$ cat src/rtl/yaklasik_bolme.sv
// Approximate divider: a tag cache keyed on operand upper bits fronts a 32-cycle restoring divider.
// Hits return the stored result of the first request with the same tag.
module yaklasik_bolme #(
  parameter int unsigned SATIR_SAYISI = 8,
  parameter int unsigned ETIKET_BIT   = 4
) (
  input  logic        clk,
  input  logic        rst_n,
  input  logic        basla,
  input  logic [31:0] bolunen,
  input  logic [31:0] bolen,
  output logic        hazir,
  output logic        gecerli,
  output logic [31:0] tahmini_bolum,
  output logic [31:0] tahmini_kalan,
  output logic        bellekten
);

  localparam int unsigned SATIR_W  = (SATIR_SAYISI > 1) ? $clog2(SATIR_SAYISI) : 1;
  localparam int unsigned ETIKET_W = 2 * ETIKET_BIT;

  typedef enum logic [1:0] {BOS, ARA, BOL, YAZ} durum_t;

  durum_t              durum, durum_d;
  logic [31:0]         a_q, a_d, b_q, b_d;
  logic [ETIKET_W-1:0] etiket_q, etiket_d;
  logic [31:0]         r_q, r_d, q_q, q_d;
  logic [4:0]          sayac, sayac_d;
  logic [SATIR_W-1:0]  satir, satir_d;
  logic                hazir_d, gecerli_d, bellekten_d;
  logic [31:0]         bolum_d, kalan_d;
  logic                yaz_en;

  logic [SATIR_SAYISI-1:0] dolu;
  logic [ETIKET_W-1:0]     etiket_m [SATIR_SAYISI];
  logic [31:0]             bolum_m  [SATIR_SAYISI];
  logic [31:0]             kalan_m  [SATIR_SAYISI];

  logic               isabet;
  logic [SATIR_W-1:0] isabet_idx;
  logic [32:0]        r_kay, deneme;

  // Tag lookup; scanning downward lets the lowest matching index win.
  always_comb begin
    isabet     = 1'b0;
    isabet_idx = '0;
    for (int i = int'(SATIR_SAYISI) - 1; i >= 0; i--) begin
      if (dolu[i] && (etiket_m[i] == etiket_q)) begin
        isabet     = 1'b1;
        isabet_idx = SATIR_W'(i);
      end
    end
  end

  // One restoring-division step on the shifted partial remainder.
  always_comb begin
    r_kay  = {r_q, q_q[31]};
    deneme = r_kay - {1'b0, b_q};
  end

  always_comb begin
    durum_d     = durum;
    a_d         = a_q;
    b_d         = b_q;
    etiket_d    = etiket_q;
    r_d         = r_q;
    q_d         = q_q;
    sayac_d     = sayac;
    satir_d     = satir;
    gecerli_d   = 1'b0;
    bellekten_d = bellekten;
    bolum_d     = tahmini_bolum;
    kalan_d     = tahmini_kalan;
    yaz_en      = 1'b0;
    case (durum)
      BOS: begin
        if (basla) begin
          a_d      = bolunen;
          b_d      = bolen;
          etiket_d = {bolunen[31 -: ETIKET_BIT], bolen[31 -: ETIKET_BIT]};
          durum_d  = ARA;
        end
      end
      ARA: begin
        if (isabet) begin
          bolum_d     = bolum_m[isabet_idx];
          kalan_d     = kalan_m[isabet_idx];
          bellekten_d = 1'b1;
          gecerli_d   = 1'b1;
          durum_d     = BOS;
        end else if (b_q == 32'd0) begin
          bolum_d     = 32'hFFFF_FFFF;
          kalan_d     = a_q;
          bellekten_d = 1'b0;
          gecerli_d   = 1'b1;
          durum_d     = BOS;
        end else begin
          r_d     = 32'd0;
          q_d     = a_q;
          sayac_d = 5'd0;
          durum_d = BOL;
        end
      end
      BOL: begin
        if (!deneme[32]) begin
          r_d = deneme[31:0];
          q_d = {q_q[30:0], 1'b1};
        end else begin
          r_d = r_kay[31:0];
          q_d = {q_q[30:0], 1'b0};
        end
        sayac_d = 5'(sayac + 5'd1);
        if (sayac == 5'd31) durum_d = YAZ;
      end
      YAZ: begin
        yaz_en      = 1'b1;
        satir_d     = (satir == SATIR_W'(SATIR_SAYISI - 1)) ? '0 : SATIR_W'(satir + 1'b1);
        bolum_d     = q_q;
        kalan_d     = r_q;
        bellekten_d = 1'b0;
        gecerli_d   = 1'b1;
        durum_d     = BOS;
      end
      default: durum_d = BOS;
    endcase
    hazir_d = (durum_d == BOS);
  end

  always_ff @(posedge clk or negedge rst_n) begin
    if (!rst_n) begin
      durum         <= BOS;
      a_q           <= '0;
      b_q           <= '0;
      etiket_q      <= '0;
      r_q           <= '0;
      q_q           <= '0;
      sayac         <= '0;
      satir         <= '0;
      dolu          <= '0;
      hazir         <= 1'b1;
      gecerli       <= 1'b0;
      bellekten     <= 1'b0;
      tahmini_bolum <= '0;
      tahmini_kalan <= '0;
    end else begin
      durum         <= durum_d;
      a_q           <= a_d;
      b_q           <= b_d;
      etiket_q      <= etiket_d;
      r_q           <= r_d;
      q_q           <= q_d;
      sayac         <= sayac_d;
      satir         <= satir_d;
      hazir         <= hazir_d;
      gecerli       <= gecerli_d;
      bellekten     <= bellekten_d;
      tahmini_bolum <= bolum_d;
      tahmini_kalan <= kalan_d;
      if (yaz_en) dolu[satir] <= 1'b1;
    end
  end

  // Cache payload needs no reset; rows are only trusted through dolu.
  always_ff @(posedge clk) begin
    if (yaz_en) begin
      etiket_m[satir] <= etiket_q;
      bolum_m[satir]  <= q_q;
      kalan_m[satir]  <= r_q;
    end
  end

endmodule

$ cat config.mk
export PLATFORM = sky130hd
export DESIGN_NAME = yaklasik_bolme
export DESIGN_NICKNAME = d
export VERILOG_FILES = /design/src/rtl/yaklasik_bolme.sv
export SDC_FILE = /design/constraint.sdc
export NUM_CORES = 1
export LEC_CHECK = 0
export CAP_MARGIN = 20
export CORE_UTILIZATION = 28
export DETAILED_ROUTE_END_ITERATION = 7
export DONT_BUFFER_PORTS = 1
export PLACE_DENSITY = 0.44
export SLEW_MARGIN = 20
export SYNTH_ARGS = -nofsm -noshare
export SYNTH_HDL_FRONTEND = slang
export SYNTH_SLANG_ARGS = --single-unit
export TNS_END_PERCENT = 50
$ cat constraint.sdc
create_clock -name clk -period 12.8 [get_ports clk]
set_input_delay 3.2 -clock clk [delete_from_list [all_inputs] [get_ports clk]]
set_output_delay 3.2 -clock clk [all_outputs]
set_load 0.05 [all_outputs]
==> flow_metrics.tcl, run 1 <==
set metrics [dict create \
    status "completed" \
    r2r_slack_ns 7.66 \
    peakVddDrop_v 0.000110 \
    fmax_ghz 0.195 \
    cts_tree "built" \
    worst_setup_path_start_kind "register" \
    arrival_ns 5.72 \
    die-area_um2 123000 \
    first_pass_iters 7 \
    start_util 0.283 \
    htree_levels 3 \
    synthCells 2827 \
    cap_viol_max_count 0 \
    hold_buffers 0 \
    reg2reg_to "tahmini_bolum[7]" \
    die_y_um 350 \
    syn_to_final_growth_pct 13.2 \
    synth_nets 2931 \
    power.density_nw_per_um2 242 \
    hold_slack_ns 0.469 \
    syn_area_per_cell_um2 12.0 \
    grt-ovfl-total 0 \
    crit_slowest_cell "buf_4" \
    drc 0 \
    slew_violations 0 \
    crit_family "simple AND/OR/NAND/NOR gates" \
    worstPathRequired_ns 13.38 \
    io_buffers 0 \
    first_iter_violations 1692 \
    whs_path_depth 1 \
    cts_setup_buffers 0 \
    gp_congestion 0.792 \
    clock_sinks 789 \
    cp-end-kind "register" \
    crit_chain "xor2_1, nor4_1, nand4_1, nand4b_4, and3_4, buf_4, buf_4, nand2_1, nand3_1, a21oi_1, nor3_1" \
    synth-seq-cells 789 \
    synth-seq-area-share 0.667 \
    synth_edf_count 576 \
    final.setup.tns_ns 0 \
    yosysUniqueCellTypes 75 \
    worst-path-buf-inv 2 \
    rsz0062_at_grt "no" \
    leakage_uw 0.0137 \
    clock-skew-final_ns 0.0347 \
    slew_headroom 0.262 \
    grt_pass1_wl_mm 156 \
    coreArea_um2 120000 \
    clock_path_buffers 3 \
    grt_pass1_vias 22289 \
    fp-row-count 127 \
    hp-class "register to register" \
    syn_area_um2 33900 \
    io_pins 134 \
    crit-reg2reg-launch "b_q[28]" \
    cts_root_buf "clkbuf_16" \
    clock_latency_ns 0.67 \
    path_class "register to register" \
    placedCellCount 4323 \
    hold_violations 0 \
    setup-violations-final 0 \
    clk_pin_slew_worst_paths_ns 0.06 \
    path_max_fanout 81 \
    dp_hpwl_mm 62.0 \
    ys.flop_type "edfxtp_1" \
    synth.yosys.warnings 0 \
    grt_usage 0.174 \
    grt_max_degree 214 \
    layout.cells.non_filler 4495 \
    layout_commonest_cell "nand2_1" \
    routedWlPerCell_um 23.8 \
    synth-async-reset-ratio 0.270 \
    drt-total-wl_mm 107 \
    antenna_found_initial 21 \
    die_width_um 350 \
    post-route-period-util 0.401 \
    finalCriticalPeriod_ns 5.14 \
    ff2ff_path_depth 11 \
    final_layout_size_suffix_gt1_frac 0.0946 \
    hold_end "dolu[6]" \
    path_common_cell "buf_4" \
    ctsResizeCount 0 \
    utilization 0.320 \
    num_vias 22134 \
    drt.antenna.violating_nets 0 \
    worstMarginPinSlew_ns 1.11 \
    via_per_inst 4.92 \
    fill_cells 12085 \
    max_stage_delay_ns 0.88 \
    layout.nets 2905 \
    worstHoldStart "dolu[6]" \
    cts_made_buffers 87 \
    layout_common_cells "nand2_1, edfxtp_1, nand3_1" \
]
## through the flow
| step | cell area, µm² | setup slack, ns | total power, µW |
|---|---|---|---|
| 2_1_floorplan | 33900 | 3.68 | 5980 |
| 3_3_place_gp | 35600 | 7.80 | 6840 |
| 3_5_place_dp | 35600 | 7.65 | 6900 |
| 4_1_cts | 38400 | 7.64 | 9400 |
| 5_1_grt | 38400 | 7.31 | 9800 |
| 6_report | 38400 | 7.66 | 9300 |
## how the worst max path moves through the flow
stage,start,to,slack (ns),cells after the start
floorplan,durum[0],dolu[2],3.68,4
global placement,etiket_q[3],tahmini_bolum[12],7.80,11
detailed placement,a_q[28],tahmini_bolum[15],7.65,11
CTS,a_q[28],tahmini_bolum[15],7.64,11
global route,a_q[29],tahmini_bolum[25],7.31,11
finish,b_q[28],tahmini_bolum[7],7.66,11
## routing by layer
metal  GRT usage  routed length, µm
met1       0.231              47400
met2       0.285              50400
met3      0.0386               6500
met4      0.0458               2520
met5           0                103
## final cells by class
cell class,count,area [µm²],share of cell area
Antenna cell,8,20.0,0.000521
Clock buffer,117,2350,0.0612
Clock inverter,46,463,0.0120
Inverter,43,161,0.00420
Multi-Input combinational cell,1826,10300,0.269
Sequential cell,789,22600,0.589
Tap cell,1612,2020,0.0525
Timing Repair Buffer,54,438,0.0114
## cells by family (layout without fill, tap and decap cells)
kind of cell | Yosys count | count (layout) | synth area share
buffers and inverters | 212 | 260 | 0.0319
multiplexers | 95 | 95 | 0.0293
flip-flops | 789 | 789 | 0.667
XOR/XNOR | 90 | 90 | 0.0232
AND/OR/NAND/NOR | 1145 | 1145 | 0.151
other | 0 | 8 | 0
AO/OA/AOI/OAI | 459 | 459 | 0.0842
adder cells (fa/ha/maj) | 37 | 37 | 0.0139
## synthesized netlist by cell type, types with 44 or more instances
cell type | instances | share of area
nand3_1 | 220 | 0.032
o21ai_1 | 44 | 0.0065
a21oi_1 | 131 | 0.019
nand2_1 | 587 | 0.065
edfxtp_1 | 576 | 0.51
nor2_1 | 135 | 0.015
buf_2 | 54 | 0.0080
clkbuf_1 | 72 | 0.0080
mux2i_1 | 59 | 0.017
o21ai_0 | 107 | 0.016
dfrtp_1 | 212 | 0.16
xnor2_1 | 57 | 0.015
nor3_1 | 60 | 0.0088
## state kept, by name, indices dropped and copies added (netlist names)
signal	count
kalan_m	256
gecerli	1
satir	3
r_q	32
a_q	32
etiket_m	64
q_q	32
bellekten	1
etiket_q	1
dolu	8
tahmini_bolum	32
durum	2
b_q	31
bolum_m	256
sayac	5
hazir	1
tahmini_kalan	32
## power breakdown
part / switching [µW] / leakage [µW] / internal, µW
sequential: 1050 / 0.00774 / 3410
clock: 1060 / 0.00138 / 1420
combinational: 1450 / 0.00457 / 909
total: 3560 / 0.0137 / 5740
Note: power is estimated with default switching activity, not from simulation.
==> inputs of run 2 (changes only) <==
clock period = 5.05 ns   (was 12.8 ns; I/O delays follow)
==> run 2 against run 1 <==
  * Maximum frequency up 31%
  * Setup slack lost 6.5 ns
  * Final area up 1.1%
  * Non-clock buffer count is 14 higher
  * Flip-flop and latch count stayed put
  * Count of clock-buffer cells in the layout rose by 2
  * Register-to-register slack worse by 6.5 ns
  * Utilization is 0.36 points higher
  * Final cell count is 0.27% higher
  * Critical endpoint is now tahmini_kalan[14]
  * Largest cell class unchanged
==> flow_metrics.tcl, run 2 (same netlist as run 1, synthesis figures left out) <==
set metrics [dict create \
    die_width_um 350 \
    power.density_nw_per_um2 622 \
    setup-violations-final 0 \
    die-area_um2 123000 \
    post-route-period-util 0.779 \
    cts_root_buf "clkbuf_16" \
    final.setup.tns_ns 0 \
    peakVddDrop_v 0.000341 \
    worst_setup_path_start_kind "register" \
    layout_commonest_cell "nand2_1" \
    num_vias 22310 \
    ff2ff_path_depth 12 \
    first_iter_violations 1827 \
    worstMarginPinSlew_ns 1.13 \
    p_sw_frac 0.382 \
    leakage_uw 0.0139 \
    switchingPower_uw 9220 \
    slew_headroom 0.248 \
    final.setup.worst_slack_ns 1.12 \
    crit-reg2reg-launch "etiket_q[3]" \
    clock_path_buffers 3 \
    rsz0062_at_grt "no" \
    worst-path-buf-inv 2 \
    clock-skew-final_ns 0.0319 \
    drt.antenna.violating_nets 0 \
    crit_slowest_cell "dfrtp_1" \
    syn_to_final_growth_pct 14.5 \
    cts_setup_buffers 0 \
    grt_usage 0.173 \
    hold_violations 0 \
    first_pass_iters 5 \
    fp-row-count 127 \
    antenna_found_initial 7 \
    r2r_slack_ns 1.12 \
    cts_made_buffers 89 \
    clock_latency_ns 0.68 \
    top_regs "bolum_m x256, kalan_m x256, etiket_m x64" \
    layout.nets 2921 \
    drt-total-wl_mm 107 \
    hp-class "primary input to async pin" \
    crit_chain "xor2_1, nor4_1, nand4_1, nand2_1, nor4_4, nand2_1, nand2_1, inv_2, buf_4, nand3_1, a21o_1, o211ai_2" \
    internal_power_uw 14900 \
    grt_max_degree 214 \
    max_stage_delay_ns 0.80 \
    path_max_fanout 32 \
    status "completed" \
    cts_tree "built" \
    clock_sinks 789 \
    io_pins 134 \
    gp_congestion 0.813 \
    routedWlPerCell_um 23.7 \
    grt_pass1_wl_mm 156 \
    worstPathRequired_ns 5.66 \
    clk_pin_slew_worst_paths_ns 0.06 \
    hold_buffers 0 \
    slew_violations 0 \
    ctsResizeCount 0 \
    grt_pass1_vias 22336 \
    dp_hpwl_mm 63.4 \
    grt-ovfl-total 0 \
    hold_slack_ns 0.346 \
    path_common_cell "nand2_1" \
    via_per_inst 4.95 \
    cap_viol_max_count 0 \
    final_layout_size_suffix_gt1_frac 0.102 \
    path_class "register to register" \
    htree_levels 3 \
    fmax_ghz 0.254 \
    finalCriticalPeriod_ns 3.93 \
    drc 0 \
    cp-end-kind "register" \
    io_buffers 0 \
    die_y_um 350 \
    coreArea_um2 120000 \
    arrival_ns 4.54 \
    reg2reg_to "tahmini_kalan[14]" \
    power_frac_seq 0.472 \
    pwr-share-comb 0.255 \
    place_ws_ns 1.05 \
    layout_common_cells "nand2_1, edfxtp_1, nand3_1" \
    crit_family "simple AND/OR/NAND/NOR gates" \
    start_util 0.283 \
    clkPwrFrac 0.273 \
]
[run 2: changes by cell type in the layout (fill, tap and decap cells not counted), sizes merged]
| cell | previous run | this run |
|---|---|---|
| clkinvlp | 1 | 3 |
| bufinv | 6 | 9 |
| clkbuf | 117 | 119 |
| clkinv | 35 | 34 |
| buf | 54 | 68 |
| inv | 47 | 44 |
| diode | 8 | 3 |
[run 2: stage by stage]
step	util	total power (µW)	area (µm²)	instances
after floorplan	-	15100	34000	2827
after global placement	0.298	17600	35800	4336
after detailed placement	0.299	17800	35900	4338
after CTS	0.323	24400	38900	4504
after global routing	0.323	25400	38900	4505
final	0.323	24200	38900	4507
[run 2: worst max path at each step]
stage,startpoint,end,slack [ns],cells after the start
finish,etiket_q[3],tahmini_kalan[14],1.12,12
global route,a_q[28],tahmini_kalan[0],0.85,11
CTS,a_q[28],tahmini_kalan[5],1.08,10
detailed placement,a_q[28],tahmini_kalan[5],1.05,10
global placement,a_q[28],tahmini_kalan[14],1.04,12
floorplan,durum[0],dolu[6],-1.73,5
[run 2: layout make-up]
cell class	instances	area, µm²
antenna	3	7.51
clock buffer	119	2450
clock inverter	47	529
fill	12099	81300
inverter	43	161
multi-input combinational	1826	10400
sequential	789	22600
tap	1612	2020
timing repair buffer	68	676
[run 2: metal layers]
| layer | track usage | vias up | routed length (µm) |
|---|---|---|---|
| met3 | 0.0358 | 157 | 6420 |
| met4 | 0.0492 | 6 | 2610 |
| met1 | 0.235 | 11391 | 48300 |
| met2 | 0.279 | 598 | 49600 |
| li1 | - | 10158 | - |
| met5 | 0 | - | 46 |
[run 2: power by group through the flow]
stage	logic [µW]	clock network, µW	registers, µW
floorplan	4620	0	10500
global placement	6070	0	11500
detailed placement	6160	0	11600
CTS	6190	6760	11500
global route	6780	6990	11600
finish	6160	6600	11400
